### config.mk
export PLATFORM = sky130hd
export DESIGN_NAME = stream_packet_fifo
export DESIGN_NICKNAME = d
export VERILOG_FILES = /design/src/rtl/stream_pkg.sv /design/src/rtl/stream_fifo_mem.sv /design/src/rtl/stream_packet_fifo.sv
export SDC_FILE = /design/constraint.sdc
export NUM_CORES = 1
export LEC_CHECK = 0
export CAP_MARGIN = 20
export CORE_ASPECT_RATIO = 1.25
export CORE_UTILIZATION = 40
export CTS_CLUSTER_DIAMETER = 30
export DETAILED_ROUTE_END_ITERATION = 10
export GPL_TIMING_DRIVEN = 0
export SLEW_MARGIN = 0
export SYNTH_ARGS = -nofsm -noshare
export SYNTH_HDL_FRONTEND = slang
export SYNTH_SLANG_ARGS = --single-unit
### constraint.sdc
create_clock -name clk -period 5.7 [get_ports clk]
set_input_delay 1.71 -clock clk [delete_from_list [all_inputs] [get_ports clk]]
set_output_delay 1.71 -clock clk [all_outputs]
set_load 0.02 [all_outputs]
### src/rtl/stream_pkg.sv
// Shared word layout and FSM states for the
// store-and-forward stream packet buffer.
package stream_pkg;

   localparam int STREAM_DATA_W = 8;
   localparam int STREAM_QOS_W  = 4;
   localparam int STREAM_ID_W   = 1;
   localparam int STREAM_DEPTH  = 16;

   typedef struct packed {
      logic [STREAM_DATA_W-1:0] data;
      logic [STREAM_QOS_W-1:0]  qos;
      logic [STREAM_ID_W-1:0]   id;
      logic                     last;
   } stream_word_t;

   typedef enum logic {
      NORMAL,
      FALLBACK
   } fifo_state_e;

endpackage

### src/rtl/stream_fifo_mem.sv
// Simple dual-port word store: synchronous write,
// asynchronous read, no reset.
module stream_fifo_mem
   import stream_pkg::*;
#(
   parameter int W     = $bits(stream_word_t),
   parameter int DEPTH = STREAM_DEPTH,
   localparam int AW   = $clog2(DEPTH)
) (
   input  logic          clk,
   input  logic          we,
   input  logic [AW-1:0] waddr,
   input  logic [W-1:0]  wdata,
   input  logic [AW-1:0] raddr,
   output logic [W-1:0]  rdata
);

   logic [W-1:0] mem [DEPTH];

   always_ff @(posedge clk) begin
      if (we) mem[waddr] <= wdata;
   end

   assign rdata = mem[raddr];

endmodule

### src/rtl/stream_packet_fifo.sv
// Store-and-forward packet buffer with a cut-through
// fallback for packets longer than the buffer.
module stream_packet_fifo
   import stream_pkg::*;
#(
   parameter int T_DATA_WIDTH = STREAM_DATA_W,
   parameter int T_QOS__WIDTH = STREAM_QOS_W,
   parameter int T_ID___WIDTH = STREAM_ID_W,
   parameter int DEPTH        = STREAM_DEPTH,
   localparam int PW          = $clog2(DEPTH) + 1
) (
   input  logic                    clk,
   input  logic                    rst,
   input  logic [T_DATA_WIDTH-1:0] s_data_i,
   input  logic [T_QOS__WIDTH-1:0] s_qos_i,
   input  logic [T_ID___WIDTH-1:0] s_id_i,
   input  logic                    s_last_i,
   input  logic                    s_valid_i,
   output logic                    s_ready_o,
   output logic [T_DATA_WIDTH-1:0] m_data_o,
   output logic [T_QOS__WIDTH-1:0] m_qos_o,
   output logic [T_ID___WIDTH-1:0] m_id_o,
   output logic                    m_last_o,
   output logic                    m_valid_o,
   input  logic                    m_ready_i,
   output logic [PW-1:0]           used_o,
   output logic                    fallback_o
);

   localparam int AW = PW - 1;
   localparam int W  = T_DATA_WIDTH + T_QOS__WIDTH + T_ID___WIDTH + 1;

   logic [PW-1:0] wr_ptr, cm_ptr, rd_ptr, cm_nxt;
   fifo_state_e   state, state_nxt;
   logic          full, wr_en, rd_en;
   logic [W-1:0]  wr_word, rd_word;

   assign used_o     = wr_ptr - rd_ptr;
   assign full       = used_o == PW'(DEPTH);
   assign s_ready_o  = !full && !rst;
   assign wr_en      = s_valid_i && s_ready_o;
   assign m_valid_o  = rd_ptr != cm_ptr;
   assign rd_en      = m_valid_o && m_ready_i;
   assign fallback_o = state == FALLBACK;

   assign wr_word = {s_data_i, s_qos_i, s_id_i, s_last_i};
   assign {m_data_o, m_qos_o, m_id_o, m_last_o} = rd_word;

   stream_fifo_mem #(
      .W     (W),
      .DEPTH (DEPTH)
   ) u_mem (
      .clk   (clk),
      .we    (wr_en),
      .waddr (wr_ptr[AW-1:0]),
      .wdata (wr_word),
      .raddr (rd_ptr[AW-1:0]),
      .rdata (rd_word)
   );

   always_comb begin
      state_nxt = state;
      cm_nxt    = cm_ptr;
      case (state)
         NORMAL: begin
            if (wr_en && s_last_i) cm_nxt = wr_ptr + PW'(1);
            // full with nothing committed: one packet fills the buffer
            if (full && cm_ptr == rd_ptr) state_nxt = FALLBACK;
         end
         FALLBACK: begin
            cm_nxt = wr_ptr + PW'(wr_en);
            if (wr_en && s_last_i) state_nxt = NORMAL;
         end
         default: state_nxt = NORMAL;
      endcase
   end

   always_ff @(posedge clk or posedge rst) begin
      if (rst) begin
         wr_ptr <= '0;
         cm_ptr <= '0;
         rd_ptr <= '0;
         state  <= NORMAL;
      end else begin
         wr_ptr <= wr_ptr + PW'(wr_en);
         rd_ptr <= rd_ptr + PW'(rd_en);
         cm_ptr <= cm_nxt;
         state  <= state_nxt;
      end
   end

endmodule

==> results of run 1 <==
metal layers:
metal	vias up	share of wire [%]	track usage (%)
met5	-	0	0
li1	2168	-	-
met4	0	2.9	6.11
met3	44	4.9	3.33
met2	152	52	30.9
met1	2604	40	21.5
how the worst max path moves through the flow:
stage,startpoint,end,slack [ns]
3_3_place_gp,rd_ptr[2]$_DFF_PP0_,s_ready_o,0.34
5_1_grt,rd_ptr[1]$_DFF_PP0_,s_ready_o,0.04
3_5_place_dp,rd_ptr[2]$_DFF_PP0_,s_ready_o,0.33
4_1_cts,rd_ptr[1]$_DFF_PP0_,s_ready_o,0.02
6_report,rd_ptr[1]$_DFF_PP0_,s_ready_o,0.25
2_1_floorplan,rd_ptr[2]$_DFF_PP0_,s_ready_o,1.33
critical path, cell delays in order, from the launching register on:
cell,delay (ns)
dfrtp_1,0.38
clkbuf_2,0.22
inv_1,0.23
clkbuf_1,0.58
fa_1,0.55
or3_1,0.42
nor3_1,0.24
nor2_1,0.07
clkdlybuf4s50_1,0.54
cells by family after synthesis:
family	after synthesis	share of synthesized area [%]
multiplexers	59	13.4
AO/OA/AOI/OAI	31	2.29
AND/OR/NAND/NOR	106	5.18
flip-flops	240	74.0
XOR/XNOR	18	1.64
adder cells (fa/ha/maj)	13	1.77
buffers and inverters	36	1.68
layout by cell type, fill, tap and decap left out, types with 2 or more instances in the layout:
| master | count |
|---|---|
| nand3_1 | 5 |
| inv_1 | 10 |
| nand2_1 | 60 |
| edfxtp_1 | 224 |
| buf_4 | 3 |
| inv_6 | 4 |
| xnor2_1 | 9 |
| clkinvlp_4 | 7 |
| nor3_1 | 2 |
| buf_2 | 4 |
| nor2b_1 | 3 |
| and2_1 | 2 |
| mux2_1 | 2 |
| clkdlybuf4s50_1 | 39 |
| mux4_2 | 56 |
| clkinv_4 | 2 |
| buf_1 | 2 |
| a31oi_1 | 15 |
| nor2_1 | 2 |
| and3_1 | 30 |
| ha_1 | 12 |
| clkbuf_2 | 2 |
| clkbuf_1 | 14 |
| o21ai_1 | 2 |
| a21oi_1 | 6 |
| xor2_1 | 9 |
| clkinv_2 | 4 |
| clkbuf_16 | 40 |
| dfrtp_1 | 16 |
| clkinv_1 | 5 |
| bufinv_16 | 3 |
synthesized netlist by cell type:
master,number
xor2_1,9
a21oi_4,1
o311a_4,1
nor2b_1,3
nor2_1,2
buf_4,3
and2_1,2
buf_1,3
a31o_2,1
a21oi_1,6
o21ai_1,2
a21o_1,1
mux4_2,56
mux2_1,2
xnor2_1,9
buf_2,5
edfxtp_1,224
ha_1,12
dfrtp_1,16
clkbuf_2,1
a21bo_2,1
clkbuf_1,13
nand2b_1,1
o21ai_0,1
a21oi_2,1
a31oi_1,15
buf_6,1
nand3_1,5
mux2i_1,1
fa_1,1
nor3_1,2
and3_1,30
or3_1,1
nand2_1,60
a31o_1,1
inv_1,10
sequential cells by signal, indices dropped and copies added, names as in the netlist:
name,cells
u_mem.mem,224
cm_ptr,5
rd_ptr,5
wr_ptr,5
fallback_o,1
power by group:
group | internal, mW | switching [mW] | leakage (nW)
clock | 1.43 | 0.815 | 0.603
combinational | 0.968 | 1.23 | 1.18
sequential | 2.08 | 0.0761 | 2.21
layout make-up:
cell class                      count  area (µm²)
Inverter                           10        37.5
Fill cell                        1948       12000
Clock buffer                       43        1010
Timing Repair Buffer               39         390
Tap cell                          292         365
Clock inverter                     27         262
Multi-Input combinational cell    227        2340
Sequential cell                   240        7130
Buffer                             24         120
timing repair:
action | 4_1_cts | 5_1_grt
endpoints found under the hold margin | 0 | 0
gates resized for setup | 0 | 3
endpoints found under the setup margin | 2 | 1
buffers inserted | 0 | 0
==> flow_metrics.py, run 1 <==
metrics = {
    "yosys": {
        "ys_warn_count": 0,
        "synth-seq-area-share_pct": 74.0,
        "syn_avg_cell_area_um2": 19.1,
        "yosys_register_bits": 240,
        "ys_types": 36,
        "synth.area.top_cells": "edfxtp_1 (70%), mux4_2 (13%), dfrtp_1 (4.2%)",
        "syn_inst": 503,
        "synth_fp_nets": 534,
        "synth.cell_area_um2": 9630,
        "synth_top_area_share_pct": 69.9,
        "synth_top_area_cell": "edfxtp_1",
    },
    "finish": {
        "synthToLayoutAreaGrowth_pct": 21.0,
        "postLayoutCellArea_um2": 11700,
        "diodes": 0,
        "finalCoreUtilization_pct": 49.3,
        "drive_above_1_share_pct": 22.0,
        "finalNetCount": 612,
        "finalNonFillerCells": 902,
    },
    "detailed_routing": {
        "drt_pass1_iterations": 5,
        "drtIter0Drc": 400,
        "antenna_left": 0,
        "wire_per_inst_um": 23.0,
        "drc": 0,
        "finalWirelength_mm": 20.8,
        "detail_route.vias_per_cell": 5.51,
        "vias": 4968,
    },
    "die": {
        "rows": 63,
        "io_pins": 40,
        "dieArea_um2": 24700,
        "die_x_um": 141,
        "start_util_pct": 40.7,
        "die_h_um": 175,
        "fp.coreArea_um2": 23600,
    },
    "placement": {
        "gp_congestion": 0.819,
        "placed_cells": 834,
        "placed_cell_area_um2": 10400,
        "dp_hpwl_mm": 12.9,
        "place_ws_ns": 0.334,
        "numPortBuffers": 39,
    },
    "pwr": {
        "p_leak_nw": 4.00,
        "p_total_mw": 6.60,
        "peakVddDrop_mv": 0.483,
        "powerDensity_nw_per_um2": 566,
    },
    "critical_path": {
        "r2r_slack_ns": 1.48,
        "r2r_start": "rd_ptr[1]$_DFF_PP0_",
        "path_max_fanout": 11,
        "cp.arrival_ns": 3.74,
        "critical_path_class": "reg2out",
        "r2r_end": "cm_ptr[4]$_DFFE_PP0P_",
        "critical_path.startpoint_type": "register",
        "endpoint_kind": "output port",
        "required_ns": 3.99,
        "reg2regPathDepth": 13,
    },
    "sta": {
        "setup_viol": 0,
        "worst_slew_pin_slew_ns": 0.954,
        "fmax_ghz": 0.184,
        "timing.hold.ws_ns": 0.508,
        "fin_setup_tns_ns": 0,
        "hold_viol": 0,
        "relSlewSlack_pct": 36.4,
        "period_share_pct": 95.6,
        "rsz0062_at_grt": "no",
        "fin_skew_ns": 0.0214,
        "maxSlewViolCount": 0,
        "min_period_ns": 5.45,
        "timing.final.ws_setup_ns": 0.251,
    },
    "cts": {
        "clkSlewWorstSetupHoldPaths_ns": 0.06,
        "htreeDepth": 2,
        "numCtsBuffers": 39,
        "postCtsHoldBufs": 0,
        "clk_latency_ns": 0.51,
        "cts_root_buffer": "clkbuf_16",
        "clock_path_buffers": 3,
        "tritoncts": "done",
        "clock_sinks": 240,
    },
    "grt": {
        "grt_pass1_wl_mm": 31.3,
        "grt_max_degree": 20,
        "grtUsageTotal_pct": 17.5,
        "grt_pass1_vias": 5363,
        "grt_overflow": 0,
        "antenna_found_initial": 0,
    },
    "min_path": {
        "hold_depth": 1,
        "min_path_type": "reg2reg",
        "min-delay-start": "rd_ptr[1]$_DFF_PP0_",
        "hold_end": "rd_ptr[1]$_DFF_PP0_",
    },
    "job": {
        "drv_cap": 0,
    },
    "outcome": {
        "outcome": "complete, no violations",
    },
}
Note: power is estimated with default switching activity, not from simulation.
==> run 2: changes to the inputs <==
CORE_UTILIZATION = 29   (was 40)
clock period = 7 ns   (was 5.7 ns; I/O delays follow)
==> run 2 against run 1 <==
Clock power up 2%. Global-route usage is 4.0 points lower. Cell count increased by 16%. Total power fell by 11%. Wire length increased by 4.9%. First-iteration DRC count is 2.5% higher. Die area grew 37%. Clock-buffer cell count increased by 14. Sequential power fell by 19%. Via count grew 0.34%. Core utilization is 12 points lower. Critical endpoint unchanged.
==> flow_metrics.py, run 2 (synthesis results as in run 1) <==
metrics = {
    "critical_path": {
        "critical_path_class": "reg2out",
        "path_cells": "buf_2 -> buf_1 -> inv_1 -> clkbuf_1 -> ha_1 -> nand2_1 -> o21ai_0 -> xor2_1 -> nor3_1 -> nor2_1 -> clkdlybuf4s50_1",
        "endpoint_kind": "output port",
        "cpPeakStageDelay_ns": 0.61,
        "r2r_slack_ns": 2.33,
        "cp.arrival_ns": 4.22,
        "critical_path.startpoint_type": "register",
        "path_max_fanout": 10,
        "cp_slowest_cell": "clkdlybuf4s50_1",
        "required_ns": 4.90,
    },
    "sta": {
        "worst_slew_pin_slew_ns": 1.00,
        "setup_viol": 0,
        "min_period_ns": 6.32,
        "period_share_pct": 90.2,
        "hold_viol": 0,
        "fin_setup_tns_ns": 0,
        "maxSlewViolCount": 0,
        "fmax_ghz": 0.158,
        "fin_skew_ns": 0.0120,
        "relSlewSlack_pct": 33.2,
        "rsz0062_at_grt": "no",
    },
    "cts": {
        "clock_path_buffers": 3,
        "clk_latency_ns": 0.53,
        "cts_setup_buffers": 0,
        "htreeDepth": 2,
        "cts_root_buffer": "clkbuf_16",
        "tritoncts": "done",
        "cts_resized": 0,
        "postCtsHoldBufs": 0,
        "clock_sinks": 240,
        "numCtsBuffers": 48,
        "clkSlewWorstSetupHoldPaths_ns": 0.05,
    },
    "detailed_routing": {
        "finalWirelength_mm": 21.8,
        "vias": 4985,
        "drc": 0,
        "detail_route.vias_per_cell": 4.76,
        "antenna_left": 0,
        "drt_pass1_iterations": 4,
        "wire_per_inst_um": 20.8,
        "drtIter0Drc": 410,
    },
    "grt": {
        "antenna_found_initial": 0,
        "grt_pass1_vias": 5308,
        "grt_max_degree": 18,
        "grtUsageTotal_pct": 13.5,
        "grt_overflow": 0,
        "grt_pass1_wl_mm": 32.9,
    },
    "finish": {
        "final_cell_mix": "edfxtp_1 (224), nand2_1 (60), mux4_2 (56)",
        "diodes": 0,
        "layout_commonest_cell": "edfxtp_1",
        "regMostFlops": "u_mem.mem",
        "largest_reg_flops": 224,
        "synthToLayoutAreaGrowth_pct": 26.7,
        "drive_above_1_share_pct": 22.7,
        "finalNetCount": 623,
    },
    "placement": {
        "dp_hpwl_mm": 13.2,
        "gp_congestion": 0.740,
        "numPortBuffers": 39,
    },
    "die": {
        "dieArea_um2": 33900,
        "start_util_pct": 29.5,
        "io_pins": 40,
        "die_h_um": 206,
        "rows": 74,
        "die_x_um": 165,
        "fp.coreArea_um2": 32700,
    },
    "pwr": {
        "sw_frac_of_total_pct": 30.5,
        "cellInternalPower_mw": 4.07,
        "pwr-share-clk_pct": 39.2,
        "pwr-share-comb_pct": 30.8,
        "seq_power_share_pct": 30.0,
        "peakVddDrop_mv": 0.539,
        "p_leak_nw": 4.18,
        "powerDensity_nw_per_um2": 480,
        "power_switching_mw": 1.79,
        "p_total_mw": 5.86,
    },
    "outcome": {
        "outcome": "complete, no violations",
    },
    "min_path": {
        "min_path_type": "reg2reg",
    },
    "job": {
        "drv_cap": 0,
    },
}
-- run 2: changes by cell type in the layout (fill, tap and decap cells not counted), moves of 4 or more --
cell	previous run	this run
bufinv_16	3	8
clkbuf_1	14	20
clkbuf_16	40	50
clkinv_1	5	9
inv_6	4	0
-- run 2: final timing paths --
check | from | to | cells past startpoint
max reg2reg | rd_ptr[2]$_DFF_PP0_ | cm_ptr[4]$_DFFE_PP0P_ | 16
min | cm_ptr[4]$_DFFE_PP0P_ | cm_ptr[4]$_DFFE_PP0P_ | 1
max | rd_ptr[2]$_DFF_PP0_ | s_ready_o | 11
min reg2reg | cm_ptr[4]$_DFFE_PP0P_ | cm_ptr[4]$_DFFE_PP0P_ | 1
max in group asynchronous | rst | cm_ptr[2]$_DFFE_PP0P_ | 2
min in group asynchronous | rst | cm_ptr[1]$_DFFE_PP0P_ | 2
-- run 2: power groups by stage --
stage	clock network (mW)	registers [mW]	logic [mW]
final	2.30	1.76	1.81
after CTS	2.32	1.76	1.84
after global placement	0	1.78	1.83
after global routing	2.40	1.77	1.96
after detailed placement	0	1.78	1.84
after floorplan	0	1.76	1.17
-- run 2: area by class of cell --
class	count	area [µm²]
fillers	2994	20500
well taps	418	523
repair buffers	39	390
inverters	10	37.5
clock buffers	57	1280
flip-flops and latches	240	7130
clock inverters	31	378
multi-input cells	227	2340
plain buffers	26	124
-- run 2: worst max-delay path: cells and delay by family, from the launching register on --
kind	cells	cell delay, ns
buffers and inverters	5	2.08
adder cells (fa/ha/maj)	1	0.47
XOR/XNOR	1	0.31
flip-flops	1	0.33
AO/OA/AOI/OAI	1	0.21
AND/OR/NAND/NOR	3	0.27
-- run 2: metal layers --
metal	part of all wire (%)	wire length, µm	vias up	track usage (%)
met5	0	0	-	0
met4	2.4	513	0	5.01
met3	3.8	830	39	2.56
met2	51	11100	122	22.5
met1	43	9360	2612	17.3
li1	-	-	2212	-
-- run 2: metrics by stage --
step | util [%] | hold WS [ns] | setup WS, ns | area, µm² | instances
floorplan | - | 0.477 | 2.24 | 9630 | 503
global placement | 32.3 | 0.486 | 1.13 | 10500 | 960
detailed placement | 32.3 | 0.500 | 1.15 | 10500 | 960
CTS | 37.3 | 0.512 | 0.628 | 12200 | 1048
global route | 37.3 | 0.536 | 0.399 | 12200 | 1048
finish | 37.3 | 0.510 | 0.684 | 12200 | 1048
